===== config.mk =====
export PLATFORM = sky130hd
export DESIGN_NAME = pipelined_adder
export DESIGN_NICKNAME = d
export VERILOG_FILES = /design/src/rtl/padd_pkg.sv /design/src/rtl/padd_stage.sv /design/src/rtl/pipelined_adder.sv
export SDC_FILE = /design/constraint.sdc
export NUM_CORES = 1
export LEC_CHECK = 0
export ABC_AREA = 1
export CORE_MARGIN = 8
export CORE_UTILIZATION = 50
export CTS_CLUSTER_SIZE = 24
export DETAILED_ROUTE_END_ITERATION = 6
export PLACE_DENSITY_LB_ADDON = 0.1
export SLEW_MARGIN = 40
export SYNTH_ARGS = -nofsm -noshare
export SYNTH_HDL_FRONTEND = slang
export SYNTH_SLANG_ARGS = --single-unit

===== constraint.sdc =====
create_clock -name clk -period 14.4 [get_ports clk]
set_input_delay 2.88 -clock clk [delete_from_list [all_inputs] [get_ports clk]]
set_output_delay 2.88 -clock clk [all_outputs]
set_load 0.02 [all_outputs]

===== src/rtl/padd_pkg.sv =====
// ---------------------------------------------------------------------------
// padd_pkg -- shared types and defaults for the pipelined adder.
//
// Contents:
//   WIDTH_DEF / STAGES_DEF : default operand width and pipeline depth
//   PADD_MAX_W             : widest operand the stage payload can carry
//   padd_payload_t         : per-stage pipeline payload (valid, carry, the
//                            result chunks already computed, and the operand
//                            chunks still waiting to be added)
//   padd_flags_t           : result flags, used when PADD_FLAGS_EN is defined
// ---------------------------------------------------------------------------
package padd_pkg;

  localparam int WIDTH_DEF  = 32;
  localparam int STAGES_DEF = 4;

  // The payload is sized for the widest supported operand so that one type
  // serves every WIDTH. Bits above WIDTH stay zero and are trimmed away.
  localparam int PADD_MAX_W = 64;

  // The done and pending fields are shift registers. Each stage consumes the
  // low CHUNK bits of pend_a/pend_b and shifts its chunk sum in at the top of
  // done. After STAGES stages, done holds the full result in bit order.
  typedef struct packed {
    logic                  valid;
    logic                  carry;
    logic [PADD_MAX_W-1:0] done;
    logic [PADD_MAX_W-1:0] pend_a;
    logic [PADD_MAX_W-1:0] pend_b;
  } padd_payload_t;

  typedef struct packed {
    logic zero;
    logic neg;
    logic ovf;
  } padd_flags_t;

endpackage : padd_pkg


===== src/rtl/padd_stage.sv =====
// ---------------------------------------------------------------------------
// padd_stage -- one CHUNK-bit ripple slice of the pipelined adder, plus its
// pipeline register.
//
// Ports:
//   clk   : rising-edge clock
//   rst   : asynchronous active-high reset, clears the whole payload
//   en_i  : advance enable; the register holds its contents when low
//   p_i   : payload from the previous stage (or from input capture)
//   d_o   : next-state payload, present only when PADD_FLAGS_EN is defined,
//           so the top can register flags in step with the final stage
//   p_o   : registered payload handed to the next stage
//
// Configuration macro: PADD_FLAGS_EN
// ---------------------------------------------------------------------------
module padd_stage
  import padd_pkg::*;
#(
  parameter int WIDTH = WIDTH_DEF,
  parameter int CHUNK = WIDTH_DEF / STAGES_DEF
) (
  input  logic          clk,
  input  logic          rst,
  input  logic          en_i,
  input  padd_payload_t p_i,
`ifdef PADD_FLAGS_EN
  output padd_payload_t d_o,
`endif
  output padd_payload_t p_o
);

  logic [CHUNK-1:0] chunk_sum;
  logic             chunk_carry;
  logic [WIDTH-1:0] sum_w;
  padd_payload_t    p_d;
  padd_payload_t    p_q;

  // Plain ripple over this stage's chunk. This is the only combinational
  // carry path per stage.
  // NOTE: blocking assignments inside always_comb let the carry variable
  // ripple bit by bit within one evaluation; every output is assigned first
  // so no latch is inferred.
  always_comb begin
    logic c;
    c         = p_i.carry;
    chunk_sum = '0;
    for (int i = 0; i < CHUNK; i++) begin
      chunk_sum[i] = p_i.pend_a[i] ^ p_i.pend_b[i] ^ c;
      c = (p_i.pend_a[i] & p_i.pend_b[i]) | (c & (p_i.pend_a[i] ^ p_i.pend_b[i]));
    end
    chunk_carry = c;
  end

  // Shift the chunk sum in at the top of done, and drop the consumed chunk
  // from the pending operands. A full-width shift also covers CHUNK == WIDTH,
  // where there are no lower or upper chunks to carry along.
  always_comb begin
    sum_w                 = WIDTH'(chunk_sum);
    p_d                   = p_i;
    p_d.carry             = chunk_carry;
    p_d.done[WIDTH-1:0]   = (p_i.done[WIDTH-1:0] >> CHUNK) | (sum_w << (WIDTH - CHUNK));
    p_d.pend_a[WIDTH-1:0] = p_i.pend_a[WIDTH-1:0] >> CHUNK;
    p_d.pend_b[WIDTH-1:0] = p_i.pend_b[WIDTH-1:0] >> CHUNK;
  end

  // NOTE: the data fields are reset along with valid, so a flushed pipeline
  // presents sum=0/cout=0 and never exposes stale operands.
  always_ff @(posedge clk or posedge rst) begin
    if (rst) begin
      p_q <= '0;
    end else if (en_i) begin
      p_q <= p_d;
    end
  end

  assign p_o = p_q;
`ifdef PADD_FLAGS_EN
  assign d_o = p_d;
`endif

endmodule : padd_stage


===== src/rtl/pipelined_adder.sv =====
// ---------------------------------------------------------------------------
// pipelined_adder -- WIDTH-bit add/subtract split into STAGES carry-chained
// CHUNK-bit slices, one pipeline register per slice, with a valid/ready
// handshake on both sides and a global stall.
//
// Ports:
//   clk, rst             : rising-edge clock, asynchronous active-high reset
//   in_valid / in_ready  : operand beat handshake
//   a, b                 : operands
//   sub                  : 0 = a + b + cin, 1 = a - b - cin
//   cin                  : carry-in (add) / borrow-in (sub)
//   out_valid / out_ready: result handshake
//   sum, cout            : result and carry-out (not-borrow when subtracting)
//   zero, neg, ovf       : result flags, present only with PADD_FLAGS_EN
//
// Latency is STAGES cycles from an accepted beat to out_valid; throughput is
// one beat per cycle.
//
// Configuration macro: PADD_FLAGS_EN (adds the registered zero/neg/ovf flags)
// ---------------------------------------------------------------------------
module pipelined_adder
  import padd_pkg::*;
#(
  parameter int WIDTH  = WIDTH_DEF,
  parameter int STAGES = STAGES_DEF
) (
  input  logic             clk,
  input  logic             rst,
  input  logic             in_valid,
  output logic             in_ready,
  input  logic [WIDTH-1:0] a,
  input  logic [WIDTH-1:0] b,
  input  logic             sub,
  input  logic             cin,
  output logic             out_valid,
  input  logic             out_ready,
`ifdef PADD_FLAGS_EN
  output logic             zero,
  output logic             neg,
  output logic             ovf,
`endif
  output logic [WIDTH-1:0] sum,
  output logic             cout
);

  localparam int CHUNK = WIDTH / STAGES;

  logic          enable;
  padd_payload_t cap;
  padd_payload_t st_in [STAGES];
  padd_payload_t st_q  [STAGES];
`ifdef PADD_FLAGS_EN
  padd_payload_t st_d  [STAGES];
  padd_flags_t   flags_d;
  padd_flags_t   flags_q;
`endif

  // Every stage advances together or not at all; bubbles are carried along
  // rather than collapsed, which keeps the latency fixed.
  assign enable   = !out_valid || out_ready;
  assign in_ready = enable;

  // Input capture. Subtraction becomes a + ~b + ~cin here, so the slices
  // only ever add.
  always_comb begin
    cap                   = '0;
    cap.valid             = in_valid;
    cap.carry             = cin ^ sub;
    cap.pend_a[WIDTH-1:0] = a;
    cap.pend_b[WIDTH-1:0] = sub ? ~b : b;
  end

  for (genvar k = 0; k < STAGES; k++) begin : g_stage
    if (k == 0) begin : g_first
      assign st_in[k] = cap;
    end else begin : g_chain
      assign st_in[k] = st_q[k-1];
    end

    padd_stage #(
      .WIDTH (WIDTH),
      .CHUNK (CHUNK)
    ) u_stage (
      .clk  (clk),
      .rst  (rst),
      .en_i (enable),
      .p_i  (st_in[k]),
`ifdef PADD_FLAGS_EN
      .d_o  (st_d[k]),
`endif
      .p_o  (st_q[k])
    );
  end

  assign out_valid = st_q[STAGES-1].valid;
  assign sum       = st_q[STAGES-1].done[WIDTH-1:0];
  assign cout      = st_q[STAGES-1].carry;

`ifdef PADD_FLAGS_EN
  // Flags come from the final stage's next state so they load on the same
  // edge as sum. The operand sign bits are the top bits of the last pending
  // chunk, with b already inverted for subtraction.
  always_comb begin
    flags_d      = '0;
    flags_d.zero = (st_d[STAGES-1].done[WIDTH-1:0] == '0);
    flags_d.neg  = st_d[STAGES-1].done[WIDTH-1];
    flags_d.ovf  = (st_in[STAGES-1].pend_a[CHUNK-1] == st_in[STAGES-1].pend_b[CHUNK-1])
                && (flags_d.neg != st_in[STAGES-1].pend_a[CHUNK-1]);
  end

  always_ff @(posedge clk or posedge rst) begin
    if (rst) begin
      flags_q <= '0;
    end else if (enable) begin
      flags_q <= flags_d;
    end
  end

  assign zero = flags_q.zero;
  assign neg  = flags_q.neg;
  assign ovf  = flags_q.ovf;
`endif

endmodule : pipelined_adder


==> results of run 1 <==
## worst max-delay path, stage by stage
cell	delay (ns)
clkdlybuf4s50_1	0.53
inv_1	0.12
nand2_8	0.35
clkdlybuf4s50_1	0.70
## per-stage QoR
step	std cells	worst slack (ns)
2_1_floorplan	880	6.52
3_3_place_gp	1160	6.93
3_5_place_dp	1160	6.91
4_1_cts	1192	6.91
5_1_grt	1193	6.83
6_report	1193	6.92
## where the power goes
group          internal, mW  switching (mW)  total [mW]
Clock                 0.257           0.193       0.450
Combinational         0.291           0.399       0.690
Sequential            0.747           0.118       0.865
## kinds of logic (layout without fill, tap and decap cells)
| group | after synthesis | in the layout | synth area share |
|---|---|---|---|
| buffers and inverters | 127 | 224 | 0.0685 |
| xor gates and xnor gates | 9 | 9 | 0.00988 |
| and+or+nand+nor | 456 | 456 | 0.219 |
| adders and majority gates | 32 | 32 | 0.0803 |
| AOI/OAI and AO/OA | 72 | 72 | 0.0451 |
| DFF | 184 | 184 | 0.577 |
## final cells by class
| class | instances | share of cell area |
|---|---|---|
| Inverter | 82 | 0.0324 |
| Timing Repair Buffer | 110 | 0.115 |
| Clock inverter | 10 | 0.00977 |
| Tap cell | 216 | 0.0278 |
| Sequential cell | 184 | 0.473 |
| Multi-Input combinational cell | 569 | 0.292 |
| Clock buffer | 22 | 0.0498 |
## cells in the mapped netlist
master      n  area share
buf_1       1     0.00047
buf_2      23       0.014
buf_4      11       0.010
clkbuf_1   10      0.0047
dfrtp_1   184        0.58
fa_1       32       0.080
inv_1      81       0.038
inv_2       1     0.00047
nand2_1   430        0.20
nand2_2     1     0.00078
nand3_1    24       0.015
nor2_4      1      0.0014
o21ai_0    66       0.041
o21ai_1     6      0.0038
xnor2_1     7      0.0077
xor2_1      2      0.0022
## worst max path at each step
stage	startpoint	endpoint
after floorplan	rst	g_stage[0].u_stage.p_o[0]
after global placement	out_ready	in_ready
after detailed placement	out_ready	in_ready
after CTS	out_ready	in_ready
after global routing	out_ready	in_ready
final	out_ready	in_ready
## layer usage
metal	wire length (µm)	vias to the layer above
met3	565	10
met2	6800	78
met5	0	-
met4	159	0
met1	7290	2481
li1	-	2831
==> run metrics, run 1 <==
post-route clock period utilization=0.520; CP Max Fanout=75; clk sinks=between 150 and 200; maximum vdd drop=between 0.00008 and 0.00009 V; Synth Area per Inst=9.07 µm²; Final Max Slew Viols=0; die footprint=around 20000 µm²; initial antenna violation count=0; post-CTS sizing=0; initial core utilization=0.506; CTS Root Cell=clkbuf_16; critical path class=in2out; r2r endpoint=g_stage[2].u_stage.p_o[159]; Total GRT Usage=0.158; # DRC=0; synthesis-stage register bit count=184; CTS buffer count=17; I/O pin total=105; setup slack, reg-to-reg=around 10 ns; placed inst area=9130 µm²; FF/Latch Area=4600 µm²; crit path launch type=input pin; clock skew=between 0.007 and 0.008 ns; largest net degree at the start of global routing=109; CTS tree=done; power per standard cell area=206 nW/µm²; # hold bufs at CTS=0; Hold Crit Depth=2; Layout fillers=roughly 1.4k; H-Tree Depth=4; r2r startpoint=g_stage[1].u_stage.p_o[0]; Worst Max-Slew Pin Slew=0.755 ns; Core Util, Final=0.617; Overflow after GRT=0; Tightest Hold Check Type=reg2reg; setup TNS=0 ns; drt total wl=14800 µm; Hold Path Sink=g_stage[3].u_stage.p_o[193]; GRT met1 Usage=0.218; vias=5400; CP Data Required Time=11.52 ns; worst hold slack=0.441 ns; met2 Use GR=0.245; Seq/Total Area, Yosys=0.577; Ant. Diodes=0; Via density=4.53; row cnt=46; Port Buffer Count=about 100; Slew Limit Headroom=0.497; Final Cell Area=9730 µm²; Final GP Congestion=0.748; Syn Nets=982; die span in y=142 µm; Die X=~140 µm; number of max-cap violations=0; share of post-route cells with drive strength above 1=0.0420; Leakage=4.92 nW; RSZ-0062 raised after global routing=false; vias in the first global route=5269; Synth Cell Area=7980 µm²; Clock Path Buffers=2; GRT busiest layer=met2; Syn Inst Count=880; first-pass GRT wire length=25600 µm; most frequent cells in the layout=nand2_1 (430), dfrtp_1 (184), clkdlybuf4s50_1 (104); Clk Latency, worst-skew pair=0.42 ns; status=finished clean; P&R area growth vs syn=21.9%; Routed WL per cell=between 10 and 15 µm; Synth warnings=0; Setup violations, final=0; Core Box Area=15800 µm²; count of final hold-check violations=0; clock-pin transition on the worst setup and hold timing paths=0.07 ns; fmax=134 MHz; router iterations before antenna repair=4; crit path time final=between 7 and 8 ns; post-DP HPWL=approximately 9600 µm; most common cell after layout, fill and taps aside=nand2_1; critical path capture point type=output port; setup bufs post-CTS=0; Largest register FFs=between 150 and 200; Hold Startpoint=g_stage[2].u_stage.p_o[193]; Worst Path Arrival=4.60 ns; GR Util met3=0.0359; Routed Antenna Nets=0; initial DRC count=382; Nets=1066; synth unique cells=16; Tot Pwr=2.01 mW; Multi-input gate area=2850 µm²; Worst R2R Path Depth=12
No activity file was read; power rests on OpenSTA's default activity.
==> run 2: changes to the inputs <==
==> constraint.sdc (replaced) <==
create_clock -name clk -period 6.3 [get_ports clk]
set_input_delay 1.26 -clock clk [delete_from_list [all_inputs] [get_ports clk]]
set_output_delay 1.26 -clock clk [all_outputs]
set_load 0.02 [all_outputs]
==> run 2 against run 1 <==
Against the previous run: design area increased by 0.15%; total power rose by 130%; combinational power increased by 130%; critical endpoint is now g_stage[0].u_stage.p_o[159].
==> run metrics, run 2 (synthesis results as in run 1) <==
status=finished clean; Pint=3.01 mW (+130%); CP most frequent cell=fa_1; P&R area growth vs syn=22.1%; Port Buffer Count=104 (unchanged); largest net degree at the start of global routing=188 (+72%); switching power=1.62 mW (+130%); Routed Antenna Nets=0 (unchanged); clock skew=0.0120 ns (+0.00410 ns); Clock Path Buffers=2 (unchanged); crit path launch type=input pin; Tot Pwr=4.63 mW (+130%); Routed WL per cell=12.6 µm (+1.8%); vias in the first global route=5294 (+0.47%); CTS buffer count=17 (unchanged); Ant. Diodes=0 (unchanged); fmax=195 MHz; post-route clock period utilization=0.814; Nets=1065 (-0.094%); CP max stage delay=0.62 ns (-0.08 ns); Comb pwr share=0.340 (-0.004); I/O pin total=105 (unchanged); clock-pin transition on the worst setup and hold timing paths=0.06 ns (about the same); Crit path max-delay family=adder cells; H-Tree Depth=4 (unchanged); Final Max Slew Viols=0 (unchanged); clock power share=0.232 (+0.007); Layout fillers=1442 (+1.6%); count of final hold-check violations=0 (unchanged); Worst Max-Slew Pin Slew=0.835 ns (+0.0804 ns); share of post-route cells with drive strength above 1=0.0420 (+0.0000430); Total GRT Usage=0.160 (+0.00151); setup bufs post-CTS=0 (unchanged); Tightest Hold Check Type=reg2reg; clk sinks=184 (unchanged); Buf/Inv on CP=4 (+1); Worst Path Arrival=5.44 ns (+0.84 ns); critical path capture point type=flip-flop; # DRC=0 (unchanged); initial core utilization=0.506 (unchanged); Core Util, Final=0.618 (+0.000952); Sequential Power Share=0.428 (-0.003); Die X=142 µm (unchanged); sw frac=0.350 (-0.00443); CTS Root Cell=clkbuf_16; Core Box Area=15800 µm² (unchanged); most common cell after layout, fill and taps aside=nand2_1; Clk Latency, worst-skew pair=0.43 ns (about the same); first-pass GRT wire length=25500 µm (-0.22%); Slowest-stage cell, CP=clkdlybuf4s50_1; die span in y=142 µm (unchanged); Setup violations, final=0 (unchanged); most frequent cells in the layout=nand2_1 (430), dfrtp_1 (184), clkdlybuf4s50_1 (104); CP Data Required Time=6.61 ns (-4.91 ns); post-DP HPWL=9670 µm (+0.48%); Overflow after GRT=0 (unchanged); row cnt=46 (unchanged); Leakage=4.93 nW (+0.20%); die footprint=20300 µm² (unchanged); initial antenna violation count=0 (unchanged); worst-path cell chain=clkdlybuf4s50_1, xnor2_1, fa_1, inv_1, fa_1, inv_1, fa_1, fa_1, fa_1, fa_1, fa_1, inv_1, fa_1, nand2_1, nand2_1; Slew Limit Headroom=0.443 (-0.0536); Largest register FFs=184 (unchanged); RSZ-0062 raised after global routing=false; router iterations before antenna repair=4 (unchanged); # hold bufs at CTS=0 (unchanged); CTS tree=done; drt total wl=15100 µm (+1.7%); number of max-cap violations=0 (unchanged); vias=5518 (+2.2%); critical path class=in2reg; Via density=4.63 (+2.3%); initial DRC count=315 (-18%); maximum vdd drop=0.000261 V (+200%); crit path time final=slightly above 5 ns; Final GP Congestion=0.747 (about the same); post-CTS sizing=0 (unchanged); CP Max Fanout=3 (-96%); power per standard cell area=475 nW/µm² (+130%); setup TNS=0 ns (unchanged)
[run 2: cell types whose count changed in the layout (fill, tap and decap cells not counted), sizes merged]
cell | before | now
clkinvlp | 2 | 1
buf | 6 | 5
bufinv | 1 | 2
[run 2: power by group through the flow]
| stage | Combinational (mW) | Sequential, mW | Clock, mW |
|---|---|---|---|
| finish | 1.58 | 1.98 | 1.08 |
| detailed placement | 1.60 | 2.00 | 0 |
| CTS | 1.61 | 1.99 | 1.10 |
| global placement | 1.57 | 1.99 | 0 |
| global route | 1.83 | 2.05 | 1.15 |
| floorplan | 0.988 | 2.08 | 0 |
[run 2: layer usage]
metal,part of all wire,track usage,vias up
met4,0.013,0.0498,0
met5,0,0,-
met1,0.48,0.221,2580
met3,0.052,0.0446,14
met2,0.46,0.241,87
li1,-,-,2837
[run 2: final cells by class]
class / instances / area, µm² / area share
flip-flops and latches: 184 / 4600 / 0.472
well taps: 216 / 270 / 0.0277
multi-input cells: 569 / 2850 / 0.292
clock inverters: 10 / 118 / 0.0121
clock buffers: 22 / 494 / 0.0507
inverters: 82 / 320 / 0.0329
repair buffers: 109 / 1090 / 0.112
[run 2: stage by stage]
step	std cells	instance area [µm²]	setup slack [ns]	hold slack (ns)
2_1_floorplan	880	7980	0.0396	0.419
3_3_place_gp	1160	9130	0.697	0.436
3_5_place_dp	1160	9140	0.698	0.443
4_1_cts	1192	9750	1.15	0.462
5_1_grt	1192	9750	1.02	0.486
6_report	1192	9750	1.17	0.450
[run 2: path summary, 6_finish.rpt]
kind                                                   from                           to  slack [ns]  cells past startpoint
min in group asynchronous                               rst  g_stage[2].u_stage.p_o[139]        1.40                      2
worst min register to register  g_stage[2].u_stage.p_o[193]  g_stage[3].u_stage.p_o[193]        0.45                      2
worst max register to register    g_stage[2].u_stage.p_o[0]  g_stage[3].u_stage.p_o[159]        2.18                     12
max in group asynchronous                               rst  g_stage[3].u_stage.p_o[151]        3.84                      3
worst max-delay path                                    sub  g_stage[0].u_stage.p_o[159]        1.17                     15
worst min-delay path            g_stage[2].u_stage.p_o[193]  g_stage[3].u_stage.p_o[193]        0.45                      2
[run 2: worst reg2reg max path, cell delays in order (launching register included)]
cell     delay (ns)
dfrtp_1        0.40
fa_1           0.42
inv_1          0.09
fa_1           0.18
inv_1          0.06
fa_1           0.45
fa_1           0.46
fa_1           0.46
fa_1           0.46
fa_1           0.45
inv_1          0.09
fa_1           0.38
o21ai_0        0.16
==> run 3: changes to the inputs <==
==> constraint.sdc (replaced) <==
create_clock -name clk -period 4.5 [get_ports clk]
set_input_delay 0.9 -clock clk [delete_from_list [all_inputs] [get_ports clk]]
set_output_delay 0.9 -clock clk [all_outputs]
set_load 0.02 [all_outputs]
==> run 3 against run 2 <==
Against the previous run: total power grew 41%; hold slack lost 0.0021 ns; critical path depth increased by 1; largest power group unchanged.
==> run metrics, run 3 (synthesis results as in run 1) <==
CP Data Required Time=4.81 ns (-1.80 ns); post-route clock period utilization=0.962; clock-pin transition on the worst setup and hold timing paths=0.06 ns (about the same); initial core utilization=0.506 (unchanged); Leakage=4.98 nW (+1.0%); row cnt=46 (unchanged); P&R area growth vs syn=23.8%; maximum vdd drop=0.000304 V (+17%); CP max stage delay=0.40 ns (-0.22 ns); setup bufs post-CTS=0 (unchanged); largest net degree at the start of global routing=95 (-49%); router iterations before antenna repair=4 (unchanged); CP Max Fanout=3 (unchanged); # hold bufs at CTS=0 (unchanged); CTS tree=done; status=finished clean; CTS buffer count=17 (unchanged); placed inst area=9220 µm² (+0.96%); Final Max Slew Viols=0 (unchanged); Worst Path Arrival=4.64 ns (-0.80 ns); Clk Latency, worst-skew pair=0.42 ns (about the same); Routed Antenna Nets=0 (unchanged); critical path capture point type=flip-flop; Die X=142 µm (unchanged); Crit path max-delay family=adder cells; I/O pin total=105 (unchanged); Overflow after GRT=0 (unchanged); critical path class=in2reg; post-DP HPWL=10400 µm (+7.9%); initial DRC count=303 (-3.8%); number of max-cap violations=0 (unchanged); Core Box Area=15800 µm² (unchanged); Slowest-stage cell, CP=fa_2; first-pass GRT wire length=26400 µm (+3.5%); Final GP Congestion=0.745 (-0.25%); dpl ws=-0.454 ns (-1.15 ns); H-Tree Depth=4 (unchanged); Tightest Hold Check Type=reg2reg; most common cell after layout, fill and taps aside=nand2_1; CTS Root Cell=clkbuf_16; worst-path cell chain=dlygate4sd2_1, buf_6, xnor2_4, fa_2, inv_2, fa_2, inv_2, fa_2, fa_2, fa_2, fa_2, fa_2, inv_2, fa_1, nand2_1, nand2_1; Buf/Inv on CP=5 (+1); vias in the first global route=5453 (+3.0%); FF/Latch Area=4600 µm² (unchanged); Clock Path Buffers=2 (unchanged); Multi-input gate area=2880 µm² (+1.3%); Total GRT Usage=0.165 (+0.00486); Slew Limit Headroom=0.521 (+0.0775); die span in y=142 µm (unchanged); Core Util, Final=0.626 (+0.00841); Port Buffer Count=104 (unchanged); most frequent cells in the layout=nand2_1 (430), dfrtp_1 (184), clkdlybuf4s50_1 (102); Layout fillers=1438 (-0.28%); Largest register FFs=184 (unchanged); crit path launch type=input pin; worst setup margin=0.172 ns (-1.00 ns); count of final hold-check violations=0 (unchanged); initial antenna violation count=1 (+1); RSZ-0062 raised after global routing=false; Worst Max-Slew Pin Slew=0.718 ns (-0.117 ns); vias=5543 (+0.45%); crit path time final=4.33 ns; clk sinks=184 (unchanged); Final Cell Area=9880 µm² (+1.4%); Routed WL per cell=12.9 µm (+1.9%); die footprint=20300 µm² (unchanged); Ant. Diodes=0 (unchanged); fmax=231 MHz; Nets=1073 (+0.75%); Setup violations, final=0 (unchanged); power per standard cell area=663 nW/µm² (+40%); Via density=4.63 (about the same); clock skew=0.00693 ns (-0.00506 ns); share of post-route cells with drive strength above 1=0.0570 (+0.0150); CP most frequent cell=fa_2; drt total wl=15400 µm (+2.5%); # DRC=0 (unchanged)
==> run 3: cell count changes in the layout (fill, tap and decap cells not counted), sizes merged <==
cell,change
buf,+8
bufinv,+1
clkbuf,+1
clkdlybuf4s50,-2
clkinv,-3
dlygate4sd2,+2
inv,-1
==> run 3: metal layers <==
layer | global-route usage | wire [µm]
met5 | 0 | 13
met4 | 0.0626 | 195
met3 | 0.0426 | 718
met2 | 0.252 | 7200
met1 | 0.222 | 7300
==> run 3: power by group <==
part           total (mW)  leakage (nW)  internal (mW)  switching, mW
Sequential           2.77          2.22           2.39          0.379
Clock                1.52         0.299          0.928          0.594
Combinational        2.26          2.46          0.958           1.30
Total                6.55          4.98           4.28           2.27
==> run 3: final timing paths <==
check                      slack (ns)                          end  cells after the start                   startpoint
max in group asynchronous        2.71  g_stage[2].u_stage.p_o[193]                      4                          rst
setup reg to reg                 0.37  g_stage[3].u_stage.p_o[159]                     12    g_stage[2].u_stage.p_o[0]
min in group asynchronous        0.86  g_stage[3].u_stage.p_o[150]                      2                          rst
hold reg to reg                  0.45  g_stage[3].u_stage.p_o[193]                      2  g_stage[2].u_stage.p_o[193]
hold / removal                   0.45  g_stage[3].u_stage.p_o[193]                      2  g_stage[2].u_stage.p_o[193]
setup / recovery                 0.17  g_stage[0].u_stage.p_o[159]                     16                          sub
==> run 3: area by class of cell <==
type,instances,share of cell area
timing repair buffer,117,0.122
inverter,82,0.0315
clock inverter,7,0.0119
multi-input combinational,569,0.292
tap,216,0.0274
sequential,184,0.466
clock buffer,23,0.0494
==> run 3: what timing repair did <==
action,CTS,global route
endpoints found under the setup margin,1,1
pin swaps,7,2
gates resized for setup,11,0
==> run 3: stage by stage <==
step	total power, mW	cells	hold slack, ns	setup TNS (ns)
floorplan	4.29	880	0.419	-0.0273
global placement	5.01	1166	0.431	-0.559
detailed placement	5.09	1167	0.434	-0.672
CTS	6.65	1197	0.449	0
global route	7.12	1198	0.487	0
finish	6.55	1198	0.448	0
==> run 3: worst reg2reg max path, stage by stage, from the launching register on <==
cell,delay [ns]
dfrtp_1,0.40
fa_1,0.41
inv_1,0.09
fa_1,0.17
inv_1,0.05
fa_1,0.45
fa_1,0.47
fa_1,0.48
fa_1,0.46
fa_1,0.45
inv_1,0.10
fa_1,0.39
o21ai_0,0.16
